<file path="src/rtl/result_display_pkg.sv">
// Shared constants for the result display: segment patterns, digit count and refresh default.
// Segment patterns are active-low, bit order {g,f,e,d,c,b,a}.
package result_display_pkg;

   localparam int unsigned DIGIT_COUNT         = 4;
   localparam int unsigned REFRESH_DIV_DEFAULT = 100000;
   localparam int unsigned DATA_W              = 16;
   localparam int unsigned NIBBLE_W            = 4;
   localparam int unsigned SEG_W               = 7;
   localparam int unsigned IDX_W               = 2;
   localparam int unsigned PRESC_W             = 17;

   localparam logic [SEG_W-1:0] SEG_BLANK = 7'b1111111;

   // Index n holds the pattern for hex digit n (listed F down to 0).
   localparam logic [15:0][SEG_W-1:0] SEG_HEX = {
      7'b0001110, 7'b0000110, 7'b0100001, 7'b1000110,
      7'b0000011, 7'b0001000, 7'b0010000, 7'b0000000,
      7'b1111000, 7'b0000010, 7'b0010010, 7'b0011001,
      7'b0110000, 7'b0100100, 7'b1111001, 7'b1000000
   };

endpackage

</file>
<file path="src/rtl/hex_to_seg.sv">
// Combinational hex nibble to active-low seven-segment decode.
module hex_to_seg
   import result_display_pkg::*;
(
   input  logic [NIBBLE_W-1:0] hex_i,
   output logic [SEG_W-1:0]    seg_c
);

   assign seg_c = SEG_HEX[hex_i];

endmodule

</file>
<file path="src/rtl/result_display.sv">
// Holds the last upstream result and time-multiplexes it onto a 4-digit
// seven-segment display, with optional leading-zero blanking and overflow dp.
module result_display
   import result_display_pkg::*;
#(
   parameter int unsigned REFRESH_DIV = REFRESH_DIV_DEFAULT
) (
   input  logic              clock,
   input  logic              reset,
   input  logic              load,
   input  logic [DATA_W-1:0] dataIn,
   input  logic              carryIn,
   input  logic              blankEn,
   output logic [3:0]        anode,
   output logic [SEG_W-1:0]  seg,
   output logic              dp
);

   logic [DATA_W-1:0]   held_q,  held_d;
   logic                ovf_q,   ovf_d;
   logic [PRESC_W-1:0]  presc_q, presc_d;
   logic [IDX_W-1:0]    idx_q,   idx_d;
   logic [3:0]          anode_q, anode_d;
   logic [SEG_W-1:0]    seg_q,   seg_d;
   logic                dp_q,    dp_d;

   logic                tc_c;
   logic [DATA_W-1:0]   upper_c;
   logic [NIBBLE_W-1:0] nibble_c;
   logic [SEG_W-1:0]    hex_seg_c;
   logic                blank_c;

   assign tc_c     = (presc_q == PRESC_W'(REFRESH_DIV - 1));
   // held >> 4*idx gives both the selected nibble and the bits at and above it.
   assign upper_c  = held_q >> {idx_q, 2'b00};
   assign nibble_c = NIBBLE_W'(upper_c);
   assign blank_c  = blankEn && (idx_q != IDX_W'(0)) && (upper_c == '0);

   hex_to_seg u_hex_to_seg (
      .hex_i (nibble_c),
      .seg_c (hex_seg_c)
   );

   // Next-state: capture, prescaler, scan index and registered display outputs.
   always_comb begin
      held_d  = held_q;
      ovf_d   = ovf_q;
      presc_d = presc_q + PRESC_W'(1);
      idx_d   = idx_q;
      anode_d = 4'b1111;
      seg_d   = SEG_BLANK;
      dp_d    = 1'b1;

      if (load) begin
         held_d = dataIn;
         ovf_d  = carryIn;
      end

      if (tc_c) begin
         presc_d = '0;
         idx_d   = idx_q + IDX_W'(1);
      end

      if (!blank_c) begin
         anode_d = ~(4'b0001 << idx_q);
         seg_d   = hex_seg_c;
      end

      if ((idx_q == IDX_W'(DIGIT_COUNT - 1)) && ovf_q) begin
         dp_d = 1'b0;
      end
   end

   always_ff @(posedge clock) begin
      if (reset) begin
         held_q  <= '0;
         ovf_q   <= 1'b0;
         presc_q <= '0;
         idx_q   <= '0;
         anode_q <= 4'b1111;
         seg_q   <= SEG_BLANK;
         dp_q    <= 1'b1;
      end else begin
         held_q  <= held_d;
         ovf_q   <= ovf_d;
         presc_q <= presc_d;
         idx_q   <= idx_d;
         anode_q <= anode_d;
         seg_q   <= seg_d;
         dp_q    <= dp_d;
      end
   end

   assign anode = anode_q;
   assign seg   = seg_q;
   assign dp    = dp_q;

endmodule
</file>
<file path="config.mk">
export PLATFORM = sky130hd
export DESIGN_NAME = result_display
export DESIGN_NICKNAME = d
export VERILOG_FILES = /design/src/rtl/result_display_pkg.sv /design/src/rtl/hex_to_seg.sv /design/src/rtl/result_display.sv
export SDC_FILE = /design/constraint.sdc
export NUM_CORES = 1
export LEC_CHECK = 0
export CAP_MARGIN = 20
export CORE_MARGIN = 8
export CORE_UTILIZATION = 30
export DETAILED_ROUTE_END_ITERATION = 7
export MAX_ROUTING_LAYER = met4
export PLACE_DENSITY = 0.45
export SLEW_MARGIN = 20
export SYNTH_ARGS = -nofsm -noshare
export SYNTH_HDL_FRONTEND = slang
export SYNTH_SLANG_ARGS = --single-unit
</file>
<file path="constraint.sdc">
create_clock -name clock -period 5 [get_ports clock]
set_clock_uncertainty 0.2 [all_clocks]
set_input_delay 1.5 -clock clock [delete_from_list [all_inputs] [get_ports clock]]
set_output_delay 1.5 -clock clock [all_outputs]
set_load 0.005 [all_outputs]
</file>
# [After elaboration in Yosys (flattened, before gate mapping)]
# Memories as Yosys holds them, arrays and structs flattened. A register that Yosys moved wholly into a read port is not among the register bits.
# Index checks and enable logic that the tools add are counted.
[totals] register_bits=41 romBits=112 in_bits=21 mem_count=1 wordCells=22
[classes] eq_ne=2 mux=1 bitwise_logic=1 n_shift=2 addsub=2 n_reduce_logical=7
[memory_table] memory="(no name shown)" depth=16 word_bits=7 rd=1 rd_ports_with_merged_regs=1 wr=0 line_no="hex_to_seg.sv:9" source="assign seg_c = SEG_HEX[hex_i];"
[ops] cell="17-bit by 1-bit adder with 17-bit output, second input constant" n=1
[ops] cell="17-bit == test, second input constant" n=1
[ops] cell="16-bit logical NOT" n=1
[ops] cell="16-bit by 4-bit right shift with 16-bit output" n=1
[ops] cell="4-bit NOT" n=1
[ops] cell="2-bit OR reduction" n=2
[ops] cell="1-bit by 2-bit left shift with 4-bit output, first input constant" n=1
[ops] cell="1-bit logical AND" n=3
[ops] cell="2-bit by 1-bit adder with 2-bit output, second input constant" n=1
[ops] cell="2-bit == test, second input constant" n=1
[ops] cell="2-bit nonzero test" n=1
[ops] cell="1-bit 2-to-1 mux" n=1

# [Logic depth before layout (Yosys ltp)]
# Gate-level depths: netlist (run 1).
[depth] ltp_word=4 mapped_depth=8 ltp_nobuf=7

# [Cells and area by module]
# From an unflattened synthesis (run 1), not the netlist that was laid out.
[hier_totals] cells_unflattened=231 hier_area_um2=2249.7
[by_module_without_submodules] module="result_display" n_inst=1 cells_per_inst=199 area_per_inst_um2=1974.4
[by_module_without_submodules] module="hex_to_seg" n_inst=1 cells_per_inst=32 area_per_inst_um2=275.3

# [Least setup slack after synthesis (run 1)]
# Ideal clock, no wire load.
[synth_path] kind="in2reg" startpoint="input port load" endpoint="register held_q[10]" path_stages=4 setup_slack_ps=2449 t_arrival_ps=2223 cell_sequence="buf_2 buf_2 mux2i_1 nor2_1"
[synth_rtl] item="start: declaration" line_no="result_display.sv:10" source="input logic load,"
[synth_rtl] item="end signal: assignment" line_no="result_display.sv:84" source="held_q <= held_d;"
[synth_rtl] item="end: declaration" line_no="result_display.sv:19" source="logic [DATA_W-1:0] held_q, held_d;"

==> flow_summary.json, run 1 <==
{
  "setup_viol": 0,
  "r2r-start": "idx_q[0]",
  "slew_headroom_pct": 32.0,
  "dpl_cell_area_sq_um": 2660,
  "coreArea_sq_um": 7290,
  "syn_inst": 230,
  "ant_nets": 0,
  "grt_max_degree": 26,
  "dieArea_sq_um": 10600,
  "worst_ep_required_time_ns": 4.99,
  "seq_area_sq_um": 961,
  "cts_sinks": 48,
  "wl_per_cell_microns": 13.5,
  "hold_path_class": "reg -> reg",
  "ys_seq_elements": 48,
  "period_share_pct": 60.0,
  "fin_util_pct": 38.0,
  "dp_hpwl_microns": 3570,
  "worstMarginPinSlew_ns": 1.02,
  "pin_count": 33,
  "crit_path_max_fanout": 17,
  "holdWs_ns": 0.249,
  "portBuffers": 32,
  "status": "complete, no violations",
  "dominantRegCellSynth": "dfxtp_1",
  "clk_pin_slew_worst_paths_ns": 0.09,
  "drtIter0Drc": 68,
  "holdPathEnd": "dp",
  "cts_buffers": 5,
  "final_layout_size_suffix_gt1_share_pct": 9.58,
  "wl_microns": 4870,
  "synth_area_leaders": "dfxtp_1 (42%), mux2i_1 (9.3%), nor2_1 (6.0%)",
  "hp-start": "ovf_q",
  "ys_warn_count": 0,
  "synth_cell_types": 47,
  "cts_hold_buf": 0,
  "grtUsageTotal_pct": 10.4,
  "cts-htree-levels": 2,
  "synthToLayoutAreaGrowth_pct": 22.1,
  "synth.top_cell.area_share_pct": 42.3,
  "vias": 1679,
  "antennaDiodeCount": 0,
  "first_global_vias": 1671,
  "die_y_microns": 103,
  "remaining_drc_errors": 0,
  "grt_pass1_wl_microns": 8310,
  "setup_tns_ns": 0,
  "cts-root-buf": "clkbuf_8",
  "synthesis.nets": 261,
  "viasPerCell": 4.66,
  "final_common_cell": "dfxtp_1",
  "worstPathArrival_ns": 2.99,
  "pre_cts_ws_ns": 1.67,
  "final_cell_mix": "dfxtp_1 (48), nor2_1 (36), clkdlybuf4s50_1 (32)",
  "setup_ws_ns": 2.00,
  "grt_antenna_before_repair": 0,
  "ys_seq_area_share_pct": 42.3,
  "synth_edf_count": 0,
  "multi_input_area_sq_um": 1220,
  "cts_buffer_depth": 2,
  "min_period_ns": 3.00,
  "r2r-end": "seg[1]",
  "fin_area_sq_um": 2770,
  "cts_tree": "yes",
  "fillers": 773,
  "async_reset_ff_share_pct": 0,
  "rr_worst_depth": 7,
  "synth_top_cell_by_area": "dfxtp_1",
  "slew_viol_final": 0,
  "postCtsSetupBuffers": 0,
  "worstSetupEndpointType": "flip-flop",
  "syn-cell-area_sq_um": 2270,
  "die_w_microns": 103,
  "rsz0062_at_grt": "no",
  "power.density_nw_per_um2": 283,
  "drv_cap": 0,
  "worst_skew_pair.late_latency_ns": 0.31,
  "fin_nets": 291,
  "rows": 31,
  "gp_congestion": 0.726,
  "grt-ovfl-total": 0,
  "r2r_setup_slack_ns": 2.04,
  "crit_type": "in -> reg",
  "worstSetupStartpointType": "input pin",
  "hold_viol": 0,
  "max_freq_ghz": 0.334,
  "hold_path_depth": 1,
  "syn_area_per_cell_sq_um": 9.87,
  "ir_worst_vdd_mv": 0.107,
  "cts_resized": 0,
  "initial_core_util_pct": 31.1,
  "p_leak_nw": 1.06,
  "drtPass1Iterations": 4
}
-- state kept, by name (all words and copies together) (netlist names) --
register  flops
presc_q      17
held_q       16
seg           7
anode         4
idx_q         2
dp            1
ovf_q         1
-- worst max path at each step --
stage	slack (ns)	from	cells after the start	end
floorplan	2.45	load	4	held_q[10]
global placement	1.67	load	3	held_q[11]
detailed placement	1.67	load	3	held_q[12]
CTS	1.98	idx_q[0]	7	seg[1]
global route	1.74	idx_q[0]	7	seg[1]
finish	2.00	load	3	held_q[12]
-- area by class of cell --
cell class | count | share of cell area [%]
well taps | 99 | 4.47
clock inverters | 3 | 1.53
multi-input cells | 165 | 44.1
flip-flops and latches | 48 | 34.7
inverters | 7 | 0.948
repair buffers | 33 | 11.8
clock buffers | 5 | 2.48
-- through the flow --
stage                     cells  power (W)
after floorplan             230   0.000468
after global placement      352   0.000508
after detailed placement    352   0.000508
after CTS                   360   0.000797
after global routing        360   0.000820
final                       360   0.000784
-- synthesized netlist by cell type (all sizes together), types with 4 or more instances --
| master | instances |
|---|---|
| dfxtp | 48 |
| nor2 | 38 |
| mux2i | 21 |
| nand2 | 12 |
| xor2 | 12 |
| ha | 10 |
| nand3 | 8 |
| buf | 7 |
| inv | 7 |
| nand2b | 6 |
| o21ai | 6 |
| nand4 | 5 |
| and3 | 4 |
| o211ai | 4 |
-- metal layers --
metal,vias up,global-route usage [%],part of all wire (%)
met3,5,2.90,4.4
met5,-,-,0
met4,0,4.34,1.9
li1,864,-,-
met2,29,14.6,41
met1,781,13.6,53
-- report_power, final --
part / total, W / internal (W) / switching, W
Sequential: 0.000410 / 0.000398 / 0.0000119
Clock: 0.000286 / 0.000148 / 0.000138
Combinational: 0.0000879 / 0.0000491 / 0.0000388
Total: 0.000784 / 0.000595 / 0.000189
-- kinds of logic (layout without fill, tap and decap cells) --
logic type | Yosys count | in the layout | share of synthesized area, %
muxes | 26 | 26 | 13.6
xor gates and xnor gates | 15 | 15 | 5.79
AOI/OAI and AO/OA | 23 | 23 | 7.83
DFF | 48 | 48 | 42.3
adders and majority gates | 10 | 10 | 5.51
buffers and inverters | 17 | 48 | 3.86
and+or+nand+nor | 91 | 91 | 21.1
-- worst max-delay path: stages --
cell	delay, ns
clkdlybuf4s50_1	1.14
mux2i_1	0.29
nor2_1	0.06
Power figures use the tool's default switching activity.
==> run 2: changes to the inputs <==
Clock period 5 ns to 3.05 ns, I/O delays scaled along.
==> run 2 against run 1 <==
Against the previous run: routed wire length is 2.2% higher; flip-flop and latch count did not move; register-to-register slack got worse by 1.6 ns; first-iteration DRC count unchanged; clock power grew 77%; critical path type is now reg -> reg; highest routed layer unchanged.
==> flow_summary.json, run 2 (same netlist as run 1, synthesis figures left out) <==
{
  "largest_reg_flops": 17,
  "p_leak_nw": 1.09,
  "antennaDiodeCount": 0,
  "worstPathArrival_ns": 2.59,
  "worst_ep_required_time_ns": 3.06,
  "crit_buf_inv": 1,
  "setup_tns_ns": 0,
  "grt_antenna_before_repair": 0,
  "status": "complete, no violations",
  "dp_hpwl_microns": 3690,
  "cts_buffers": 5,
  "drv_cap": 0,
  "power.density_nw_per_um2": 470,
  "fin_area_sq_um": 2820,
  "die_w_microns": 103,
  "grt-ovfl-total": 0,
  "postCtsSetupBuffers": 0,
  "holdPathEnd": "dp",
  "hold_path_depth": 1,
  "die_y_microns": 103,
  "final_common_cell": "dfxtp_1",
  "vias": 1703,
  "grtUsageTotal_pct": 10.1,
  "rows": 31,
  "worst_skew_pair.late_latency_ns": 0.30,
  "path_cells": "mux4_1, inv_2, ha_1, nand4b_1, a2111oi_2, nor2_2, o311ai_1",
  "remaining_drc_errors": 0,
  "fin_nets": 295,
  "r2r_setup_slack_ns": 0.47,
  "hold_path_class": "reg -> reg",
  "grt_max_degree": 24,
  "slew_headroom_pct": 71.0,
  "min_period_ns": 2.58,
  "setup_viol": 0,
  "crit_path_max_fanout": 10,
  "dieArea_sq_um": 10600,
  "worstMarginPinSlew_ns": 0.434,
  "synthToLayoutAreaGrowth_pct": 24.1,
  "grt_pass1_wl_microns": 8320,
  "viasPerCell": 4.68,
  "max_freq_ghz": 0.388,
  "ant_nets": 0,
  "hp-start": "ovf_q",
  "slew_viol_final": 0,
  "portBuffers": 32,
  "wl_microns": 4980,
  "cts_buffer_depth": 2,
  "crit_type": "reg -> reg",
  "dpl_cell_area_sq_um": 2690,
  "setup_ws_ns": 0.469,
  "holdWs_ns": 0.258,
  "cts_resized": 0,
  "initial_core_util_pct": 31.1,
  "r2r-start": "idx_q[0]",
  "pre_cts_ws_ns": 0.484,
  "cpPeakStageDelay_ns": 0.69,
  "cp_slowest_cell": "mux4_1",
  "clk_pin_slew_worst_paths_ns": 0.09,
  "worstSetupStartpointType": "flip-flop",
  "cts_hold_buf": 0,
  "gp_congestion": 0.753,
  "final_layout_size_suffix_gt1_share_pct": 10.9,
  "coreArea_sq_um": 7290,
  "hold_viol": 0,
  "cts-htree-levels": 2,
  "cts_tree": "yes",
  "r2r-end": "seg[4]",
  "pin_count": 33,
  "cts_sinks": 48,
  "worstSetupEndpointType": "flip-flop",
  "rsz0062_at_grt": "no",
  "first_global_vias": 1728,
  "wl_per_cell_microns": 13.7,
  "cp_top_family": "multiplexers",
  "rr_worst_depth": 7,
  "drtIter0Drc": 68,
  "period_share_pct": 84.6,
  "cts-root-buf": "clkbuf_8",
  "top_register": "presc_q",
  "final_cell_mix": "dfxtp_1 (48), nor2_1 (36), clkdlybuf4s50_1 (32)",
  "fin_util_pct": 38.6,
  "ir_worst_vdd_mv": 0.152,
  "drtPass1Iterations": 4
}
[run 2: cell type report]
class / count / area (sq um)
well taps: 99 / 124
inverters: 7 / 26.3
clock buffers: 7 / 96.3
multi-input cells: 165 / 1220
fillers: 768 / 4480
clock inverters: 1 / 30.0
repair buffers: 37 / 358
flip-flops and latches: 48 / 961
[run 2: power breakdown]
group / total (W) / leakage, nW / internal [W] / switching [W]
clock network: 0.000505 / 0.0645 / 0.000290 / 0.000215
logic: 0.000145 / 0.635 / 0.0000815 / 0.0000636
registers: 0.000672 / 0.394 / 0.000652 / 0.0000202
[run 2: per-stage QoR]
step	std cells	total power (W)
after floorplan	230	0.000767
after global placement	356	0.000836
after detailed placement	356	0.000834
after CTS	364	0.00134
after global routing	364	0.00138
final	364	0.00132
[run 2: worst max path at each step]
stage,startpoint,to,slack (ns),cells after the start
after floorplan,idx_q[0],seg[4],0.66,8
after global placement,idx_q[0],seg[4],0.55,7
after detailed placement,idx_q[0],seg[4],0.48,7
after CTS,idx_q[0],seg[4],0.46,7
after global routing,idx_q[0],seg[4],0.27,7
final,idx_q[0],seg[4],0.47,7
[run 2: layer usage]
layer	global-route usage (%)	wire [microns]	vias to the layer above
li1	-	-	874
met4	4.56	73	0
met5	-	0	-
met3	1.82	249	8
met2	14.9	2100	42
met1	13.2	2560	779
